`src/rtl/alu_seq_if.sv`:
```
// Request/response bus between the datapath and alu_seq. Requests use valid/ready and so do results.
// The master drives requests and consumes results. The slave is the ALU.
interface alu_seq_if #(
  parameter int WIDTH = 8
);
  logic             IN_VALID;
  logic             IN_READY;
  logic [3:0]       OP;
  logic [WIDTH-1:0] ACC_IN;
  logic [WIDTH-1:0] BREG_IN;
  logic [WIDTH-1:0] ALU_OUT;
  logic [3:0]       FLAGS;
  logic             OUT_VALID;
  logic             OUT_READY;

  modport master (
    output IN_VALID, OP, ACC_IN, BREG_IN, OUT_READY,
    input  IN_READY, ALU_OUT, FLAGS, OUT_VALID
  );

  modport slave (
    input  IN_VALID, OP, ACC_IN, BREG_IN, OUT_READY,
    output IN_READY, ALU_OUT, FLAGS, OUT_VALID
  );
endinterface

```
`src/rtl/alu_seq.sv`:
```
// alu_seq: WIDTH-bit handshaked ALU with registered N/Z/C/V flags and iterative shifts and multiply.
// Define ALU_MUL_EN to build the shift-add multiplier for opcode 1011. Otherwise 1011 is a reserved opcode.
module alu_seq #(
  parameter int WIDTH = 8
) (
  input  logic     CLK,
  input  logic     RST,
  alu_seq_if.slave bus
);
  localparam int SW = $clog2(WIDTH);

  localparam logic [3:0] OP_ADD = 4'h0;
  localparam logic [3:0] OP_SUB = 4'h1;
  localparam logic [3:0] OP_DEC = 4'h2;
  localparam logic [3:0] OP_INC = 4'h3;
  localparam logic [3:0] OP_NOT = 4'h4;
  localparam logic [3:0] OP_AND = 4'h5;
  localparam logic [3:0] OP_OR  = 4'h6;
  localparam logic [3:0] OP_XOR = 4'h7;
  localparam logic [3:0] OP_SHL = 4'h8;
  localparam logic [3:0] OP_SHR = 4'h9;
  localparam logic [3:0] OP_SAR = 4'hA;
`ifdef ALU_MUL_EN
  localparam logic [3:0] OP_MUL = 4'hB;
  localparam logic [SW:0] CNT_MUL = (SW+1)'(WIDTH);
`endif
  localparam logic [SW:0] CNT_ONE = 1;

  typedef enum logic [1:0] {IDLE, EXEC, DONE} state_e;

  state_e           state_q;
  logic [3:0]       op_q;
  logic [WIDTH-1:0] work_q;
  logic [SW:0]      cnt_q;
  logic [WIDTH-1:0] alu_out_q;
  logic [3:0]       flags_q;
  logic             out_valid_q;

  logic             in_ready, accept, is_shift, is_mul, multi;
  logic [SW-1:0]    shamt;
  logic [WIDTH-1:0] b_eff, sc_res, work_d, fin_res;
  logic [WIDTH:0]   sum, dif;
  logic             sc_c, sc_v, shift_out, fin_c, fin_v;

`ifdef ALU_MUL_EN
  logic [WIDTH-1:0]   mcand_q;
  logic [2*WIDTH-1:0] prod_q, prod_d;
  logic [WIDTH:0]     mul_sum;

  // Low half starts as the multiplier and is consumed LSB-first as the partial product shifts in.
  assign mul_sum = {1'b0, prod_q[2*WIDTH-1:WIDTH]} + (prod_q[0] ? {1'b0, mcand_q} : '0);
  assign prod_d  = {mul_sum, prod_q[WIDTH-1:1]};
  assign is_mul  = (bus.OP == OP_MUL);
`else
  assign is_mul  = 1'b0;
`endif

  assign shamt         = bus.BREG_IN[SW-1:0];
  assign is_shift      = (bus.OP == OP_SHL) || (bus.OP == OP_SHR) || (bus.OP == OP_SAR);
  assign multi         = (is_shift && (shamt != '0)) || is_mul;
  assign in_ready      = (state_q == IDLE) || ((state_q == DONE) && bus.OUT_READY);
  assign accept        = bus.IN_VALID && in_ready;
  assign bus.IN_READY  = in_ready;
  assign bus.ALU_OUT   = alu_out_q;
  assign bus.FLAGS     = flags_q;
  assign bus.OUT_VALID = out_valid_q;

  function automatic logic [3:0] flags_of(input logic [WIDTH-1:0] r, input logic c, input logic v);
    return {r[WIDTH-1], (r == '0), c, v};
  endfunction

  // Single-cycle result. DEC and INC reuse the subtractor and adder with B forced to 1.
  always_comb begin
    // NOTE: every always_comb output gets a default first so no path can infer a latch.
    sc_res = bus.ACC_IN;
    sc_c   = 1'b0;
    sc_v   = 1'b0;
    b_eff  = ((bus.OP == OP_DEC) || (bus.OP == OP_INC)) ? {{(WIDTH-1){1'b0}}, 1'b1} : bus.BREG_IN;
    sum    = {1'b0, bus.ACC_IN} + {1'b0, b_eff};
    dif    = {1'b0, bus.ACC_IN} - {1'b0, b_eff};
    case (bus.OP)
      OP_ADD, OP_INC: begin
        sc_res = sum[WIDTH-1:0];
        sc_c   = sum[WIDTH];
        sc_v   = (bus.ACC_IN[WIDTH-1] == b_eff[WIDTH-1]) && (sum[WIDTH-1] != bus.ACC_IN[WIDTH-1]);
      end
      OP_SUB, OP_DEC: begin
        sc_res = dif[WIDTH-1:0];
        sc_c   = dif[WIDTH];
        sc_v   = (bus.ACC_IN[WIDTH-1] != b_eff[WIDTH-1]) && (dif[WIDTH-1] != bus.ACC_IN[WIDTH-1]);
      end
      OP_NOT:  sc_res = ~bus.ACC_IN;
      OP_AND:  sc_res = bus.ACC_IN & bus.BREG_IN;
      OP_OR:   sc_res = bus.ACC_IN | bus.BREG_IN;
      OP_XOR:  sc_res = bus.ACC_IN ^ bus.BREG_IN;
      default: sc_res = bus.ACC_IN;
    endcase
  end

  // One-bit shift step, and the value to publish when the last EXEC cycle completes.
  always_comb begin
    work_d    = {work_q[WIDTH-1], work_q[WIDTH-1:1]};
    shift_out = work_q[0];
    case (op_q)
      OP_SHL: begin
        work_d    = {work_q[WIDTH-2:0], 1'b0};
        shift_out = work_q[WIDTH-1];
      end
      OP_SHR:  work_d = {1'b0, work_q[WIDTH-1:1]};
      default: ;
    endcase
    fin_res = work_d;
    fin_c   = shift_out;
    fin_v   = 1'b0;
`ifdef ALU_MUL_EN
    if (op_q == OP_MUL) begin
      fin_res = prod_d[WIDTH-1:0];
      fin_c   = 1'b0;
      fin_v   = |prod_d[2*WIDTH-1:WIDTH];
    end
`endif
  end

  always_ff @(posedge CLK) begin
    // NOTE: working registers are cleared too, so an aborted operation leaves nothing stale.
    if (RST) begin
      state_q     <= IDLE;
      op_q        <= '0;
      work_q      <= '0;
      cnt_q       <= '0;
      alu_out_q   <= '0;
      flags_q     <= '0;
      out_valid_q <= 1'b0;
`ifdef ALU_MUL_EN
      mcand_q     <= '0;
      prod_q      <= '0;
`endif
    end else begin
      // NOTE: all state updates are non-blocking, so every branch sees the pre-edge values.
      case (state_q)
        IDLE, DONE: begin
          if ((state_q == DONE) && bus.OUT_READY) begin
            state_q     <= IDLE;
            out_valid_q <= 1'b0;
          end
          if (accept) begin
            op_q <= bus.OP;
            if (multi) begin
              state_q     <= EXEC;
              out_valid_q <= 1'b0;
              work_q      <= bus.ACC_IN;
              cnt_q       <= {1'b0, shamt};
`ifdef ALU_MUL_EN
              if (is_mul) begin
                cnt_q   <= CNT_MUL;
                mcand_q <= bus.ACC_IN;
                prod_q  <= {{WIDTH{1'b0}}, bus.BREG_IN};
              end
`endif
            end else begin
              state_q     <= DONE;
              out_valid_q <= 1'b1;
              alu_out_q   <= sc_res;
              flags_q     <= flags_of(sc_res, sc_c, sc_v);
            end
          end
        end
        EXEC: begin
          cnt_q  <= cnt_q - CNT_ONE;
          work_q <= work_d;
`ifdef ALU_MUL_EN
          prod_q <= prod_d;
`endif
          if (cnt_q == CNT_ONE) begin
            state_q     <= DONE;
            out_valid_q <= 1'b1;
            alu_out_q   <= fin_res;
            flags_q     <= flags_of(fin_res, fin_c, fin_v);
          end
        end
        default: state_q <= IDLE;
      endcase
    end
  end
endmodule

```
`src/flat_wrapper.sv`:
```
// flat-port wrapper written by rule: the top's interface ports become plain ports
module alu_seq_flat 
#(
  parameter int WIDTH = 8
)
  (CLK, RST, bus_IN_VALID, bus_OP, bus_ACC_IN, bus_BREG_IN, bus_OUT_READY, bus_IN_READY, bus_ALU_OUT, bus_FLAGS, bus_OUT_VALID);
  alu_seq_if #(.WIDTH(WIDTH)) bus_i ();
  input  logic CLK;
  input  logic RST;
  input wire logic [$bits(bus_i.IN_VALID)-1:0] bus_IN_VALID;
  input wire logic [$bits(bus_i.OP)-1:0] bus_OP;
  input wire logic [$bits(bus_i.ACC_IN)-1:0] bus_ACC_IN;
  input wire logic [$bits(bus_i.BREG_IN)-1:0] bus_BREG_IN;
  input wire logic [$bits(bus_i.OUT_READY)-1:0] bus_OUT_READY;
  output wire logic [$bits(bus_i.IN_READY)-1:0] bus_IN_READY;
  output wire logic [$bits(bus_i.ALU_OUT)-1:0] bus_ALU_OUT;
  output wire logic [$bits(bus_i.FLAGS)-1:0] bus_FLAGS;
  output wire logic [$bits(bus_i.OUT_VALID)-1:0] bus_OUT_VALID;
  assign bus_i.IN_VALID = bus_IN_VALID;
  assign bus_i.OP = bus_OP;
  assign bus_i.ACC_IN = bus_ACC_IN;
  assign bus_i.BREG_IN = bus_BREG_IN;
  assign bus_i.OUT_READY = bus_OUT_READY;
  assign bus_IN_READY = bus_i.IN_READY;
  assign bus_ALU_OUT = bus_i.ALU_OUT;
  assign bus_FLAGS = bus_i.FLAGS;
  assign bus_OUT_VALID = bus_i.OUT_VALID;
  alu_seq #(.WIDTH(WIDTH)) u_core (.CLK(CLK), .RST(RST), .bus(bus_i));
endmodule
```
`config.mk`:
```
export PLATFORM = sky130hd
export DESIGN_NAME = alu_seq_flat
export DESIGN_NICKNAME = d
export VERILOG_FILES = /design/src/rtl/alu_seq_if.sv /design/src/rtl/alu_seq.sv /design/src/flat_wrapper.sv
export SDC_FILE = /design/constraint.sdc
export NUM_CORES = 1
export LEC_CHECK = 0
export CAP_MARGIN = 15
export CORE_MARGIN = 2
export CORE_UTILIZATION = 45
export CTS_CLUSTER_DIAMETER = 60
export DETAILED_ROUTE_END_ITERATION = 8
export GPL_TIMING_DRIVEN = 0
export PLACE_DENSITY = 0.74
export SKIP_LAST_GASP = 1
export SYNTH_ARGS = -nofsm -noshare
export SYNTH_HDL_FRONTEND = slang
export SYNTH_SLANG_ARGS = --single-unit
```
`constraint.sdc`:
```
create_clock -name CLK -period 10.2 [get_ports CLK]
set_clock_uncertainty 0.2 [all_clocks]
set_input_delay 1.02 -clock CLK [delete_from_list [all_inputs] [get_ports CLK]]
set_output_delay 1.02 -clock CLK [all_outputs]
set_load 0.1 [all_outputs]
```
# Word-level counts from Yosys, hierarchy flattened
# Cells that the tools add are included.
# word_totals
out_inout_bits,14
ff_bits,31
elab_cells,91
# classes
muxes,30
n_eq_ne,24
n_bitwise,4
reduce_logical,23
n_addsub,3
# ops
op,count
$mux W8,6
$pmux W8 S2,3
$pmux W8 S6,1
$eq A4 B4 Y1 const B,5
$mux W4,5
$eq A4 B3 Y1 const B,4
$logic_not A8 Y1,2
$pmux W4 S2,2
$add A8 B8 Y9,1
$sub A8 B8 Y9,1
$and A8 B8 Y8,1
$eq A4 B1 Y1 const B,2
$eq A4 B2 Y1 const B,2
$mux W2,4
$not A8 Y8,1
$or A8 B8 Y8,1
$xor A8 B8 Y8,1
$ne A2 B1 Y1 const B,3
$pmux W1 S2,3
$reduce_and A3 Y1,2
$reduce_or A2 Y1,3
$logic_and A1 B1 Y1,5
$mux W1,5
$logic_not A4 Y1,1
14 further kinds,20

# Logic depth before layout (Yosys ltp)
# depth
ltp_word,10
mapped_depth,14

# Least setup slack after synthesis
# No wires, ideal clock.
# synth_timing
kind,input to register
start,in bus_OP[1]
end,"reg u_core.alu_out_q[7], in the netlist u_core.bus.ALU_OUT[7]"
required_ns,9.909
setup_time_ns,0.091
cell_stages,11
slack_ns,6.190
arrival_ns,3.719
cell_sequence,buf_6 -> clkbuf_1 -> nand2_1 -> nand2_1 -> ha_1 -> nand2b_1 -> a2111o_1 -> and2_1 -> o311a_1 -> a221o_1 -> a311oi_1
# synth_via
elab_chain_cells,8
# synth_lines
item,line_no,rtl
from (decl),flat_wrapper.sv:11,input wire logic [$bits(bus_i.OP)-1:0] bus_OP;
$eq A4 B2 Y1,"alu_seq.sv:78, alu_seq.sv:81",
$logic_or A1 B1 Y1,alu_seq.sv:78,"b_eff = ((bus.OP == OP_DEC) || (bus.OP == OP_INC)) ? {{(WIDTH-1){1'b0}}, 1'b1} : bus.BREG_IN;"
$mux W8,alu_seq.sv:78,
$sub A8 B8 Y9 or $add A8 B8 Y9 (tied branches),"alu_seq.sv:80, alu_seq.sv:79",
$pmux W8 S6,alu_seq.sv:81,case (bus.OP)
$mux W8,alu_seq.sv:148,if (multi) begin
$mux W8,alu_seq.sv:146,if (accept) begin
$pmux W8 S2,alu_seq.sv:140,case (state_q)
to (signal assigned),alu_seq.sv:163,alu_out_q <= sc_res;
to (signal assigned),alu_seq.sv:177,alu_out_q <= fin_res;
to (decl),alu_seq.sv:35,logic [WIDTH-1:0] alu_out_q;
# Parallel ways exist; a longest one is shown, timed or not. The select of a mux whose other input is x is not followed.
# A chain may end at the register's enable or synchronous reset.

# Final worst setup path
# layout_timing
start,in bus_OP[1]
end,"reg u_core.flags_q[2], in the netlist u_core.bus.FLAGS[2]"
# layout_via
elab_chain_cells,9
# layout_lines
item,line_no,rtl
$eq A4 B2 Y1,"alu_seq.sv:78, alu_seq.sv:81",
$logic_or A1 B1 Y1,alu_seq.sv:78,
$mux W8,alu_seq.sv:78,
$sub A8 B8 Y9 or $add A8 B8 Y9 (tied branches),"alu_seq.sv:80, alu_seq.sv:79",
$pmux W8 S6,alu_seq.sv:81,
$logic_not A8 Y1,alu_seq.sv:69,"return {r[WIDTH-1], (r == '0), c, v};"
$mux W4,alu_seq.sv:148,
$mux W4,alu_seq.sv:146,
$pmux W4 S2,alu_seq.sv:140,
to (signal assigned),alu_seq.sv:164,"flags_q <= flags_of(sc_res, sc_c, sc_v);"
to (signal assigned),alu_seq.sv:178,"flags_q <= flags_of(fin_res, fin_c, fin_v);"
to (decl),alu_seq.sv:36,logic [3:0] flags_q;
# Parallel ways exist; a longest one is shown, timed or not. The select of a mux whose other input is x is not followed.

==> metrics.yaml <==
status:
  outcome: "completed"
placement:
  place_congestion: 0.923
  post-dp-hpwl_um: 6420
  portBuffers: 35
  placed_area_um2: 3490
power_and_ir_drop:
  p_leak_uw: 0.00153
  irDropWorstVdd_uv: 68.6
  power_density_nw_per_um2: 111
worst_setup_path:
  crit_arrival_ns: 4.54
  crit_top_cell: "nand2_1"
  path_max_fanout: 10
  crit_path_top_delay_cell: "clkbuf_1"
  crit_required_ns: 10.20
  cp-start-kind: "input port"
  max_stage_delay_ns: 0.51
  crit_type: "in2reg"
  crit_chain: "buf_6 -> clkbuf_1 -> nand2_1 -> nand2_1 -> ha_1 -> inv_1 -> fa_1 -> o21bai_1 -> a21oi_1 -> a221oi_1 -> o21ai_1 -> a2111oi_2 -> nand3_1 -> o32ai_2"
  cp-end-kind: "flop"
timing:
  setup_viol: 0
  fin_crit_sh_pct: 44.6
  worst_slew_pin_slew_ns: 0.979
  finalHoldViolCount: 0
  rsz0062_at_grt: "no"
  fmax_ghz: 0.220
  tns_ns: 0
  drv_slew: 0
  post-route-min-period_ns: 4.55
  relSlewSlack_pct: 34.5
synth:
  synthTopCellsByArea: "dfxtp_1 (20%), ha_1 (14%), nor2_1 (6.3%)"
  yosysTopAreaCellShare_pct: 19.7
  synth-edff-count: 0
  synth_area_um2: 3050
  async_reset_ff_share_pct: 0
  seq_area_frac_synth_pct: 19.7
  yosysWarnings: 0
  syn-instance-count: 394
  syn_avg_cell_area_um2: 7.73
  syn-num-nets: 455
  yosysTopAreaCell: "dfxtp_1"
  synthFlopType: "dfxtp_1"
  synth_cell_type_count: 63
  synth-seq-cells: 30
route:
  vias: 3065
  drt_wl_total_um: 8240
  drtPass1Iterations: 6
  wire_per_inst_um: 16.0
  ant_nets: 0
  vias_per_cell: 5.96
  drt_iter0_markers: 314
  drc_errors: 0
clock_network:
  root_buffer: "clkbuf_8"
  clkLatencyLatePin_ns: 0.28
  cts_made_buffers: 5
  htreeDepth: 2
  cts.sinks: 30
  post_cts_resized: 0
  cts_setup_buffers: 0
  cts_tree: "yes"
  clk_pin_slew_ns: 0.06
  clock_path_buffers: 2
  hold_buffers: 0
floorplan:
  dieHeight_um: 86.3
  initial_utilization_pct: 47.2
  coreArea_um2: 6460
  rows: 29
  die-area_um2: 7440
  chipWidth_um: 86.3
  ioPinCount: 38
global_routing:
  grt-ovfl-total: 0
  grt_use_total_pct: 22.4
  antenna_found_initial: 0
  grt_pass1_vias: 2791
  grt_max_degree: 11
  grt_pass1_wl_um: 13300
final_layout:
  stdcell_area_um2: 3580
  nFillCells: 606
  drive_gt1_share_pct: 7.09
  syn2layout_area_growth_pct: 17.7
  diodes: 0
  fin_nets: 497
hold_path:
  holdCritPathClass: "reg2reg"
flow_run:
  max_cap_violations: 0
==> power by group <==
| part | switching (uW) | internal [uW] |
|---|---|---|
| clock network | 43.6 | 54.3 |
| logic | 108 | 60.4 |
| registers | 5.43 | 125 |
| total | 157 | 240 |
==> synth_stat cells, types with 7 or more instances <==
cell	instances
a21oi_1	31
a221oi_1	11
clkbuf_1	10
dfxtp_1	30
ha_1	35
inv_1	41
mux2i_1	13
nand2_1	46
nor2_1	51
nor2b_1	7
nor3_1	10
o21ai_0	11
==> cell usage in the layout (no fill, tap or decap), types with 10 or more instances in the layout <==
cell type	Yosys	routed
a21oi_1	31	31
a221oi_1	11	11
clkbuf_1	10	11
clkdlybuf4s50_1	0	35
dfxtp_1	30	30
ha_1	35	35
inv_1	41	41
mux2i_1	13	13
nand2_1	46	46
nor2_1	51	51
nor3_1	10	10
o21ai_0	11	11
==> final timing paths <==
path / start / endpoint / slack, ns / depth (start not counted)
hold reg to reg: u_core.bus.FLAGS[0] / u_core.bus.FLAGS[0] / 0.27 / 2
setup reg to reg: u_core.state_q[1] / u_core.bus.FLAGS[2] / 7.69 / 7
setup / recovery: bus_OP[1] / u_core.bus.FLAGS[2] / 5.65 / 14
hold / removal: u_core.bus.FLAGS[0] / u_core.bus.FLAGS[0] / 0.27 / 2
==> logic make-up after synthesis <==
kind of cell | after synthesis | synth area share (%)
AOI/OAI and AO/OA | 100 | 23.4
DFF | 30 | 19.7
xor gates and xnor gates | 3 | 1.11
and+or+nand+nor | 143 | 21.5
muxes | 20 | 9.08
adders and majority gates | 37 | 15.7
buffers and inverters | 61 | 9.53
==> critical path: cells and delay by family <==
kind	cells	cell delay (ns)
AND/OR/NAND/NOR	3	0.83
adder cells (fa/ha/maj)	2	0.59
buffers and inverters	3	0.72
AO/OA/AOI/OAI	6	1.40
==> metal layers <==
metal  vias to the layer above  GRT usage (%)  wire length (um)
met4                         0           4.97               100
li1                       1483              -                 -
met5                         -              0                 0
met1                      1418           30.8              3760
met3                        15           4.57               581
met2                       149           36.4              3800
==> stage by stage <==
step	utilization [%]	hold slack [ns]	setup WS, ns	std cells	total power [uW]
finish	55.5	0.270	5.65	514	396
global route	55.5	0.292	5.37	514	417
CTS	55.5	0.272	5.67	514	395
detailed placement	54.1	0.264	5.39	506	299
global placement	54.1	0.252	5.42	506	295
floorplan	-	0.252	6.19	394	253
==> sequential cells by signal, indices dropped and copies added, names as in the netlist <==
name,cells
u_core.op_q,4
u_core.bus.ALU_OUT,8
u_core.state_q,2
u_core.cnt_q,4
u_core.bus.OUT_VALID,1
u_core.work_q,8
u_core.bus.FLAGS,3
==> final cells by class <==
| cell class | instances | area, um^2 | share of cell area (%) |
|---|---|---|---|
| inverters | 41 | 154 | 4.29 |
| multi-input cells | 303 | 2150 | 60.1 |
| plain buffers | 20 | 136 | 3.81 |
| flip-flops and latches | 30 | 601 | 16.8 |
| repair buffers | 35 | 350 | 9.78 |
| clock buffers | 7 | 86.3 | 2.41 |
| well taps | 77 | 96.3 | 2.69 |
| clock inverters | 1 | 5.00 | 0.140 |
No activity file was read; power rests on OpenSTA's default activity.
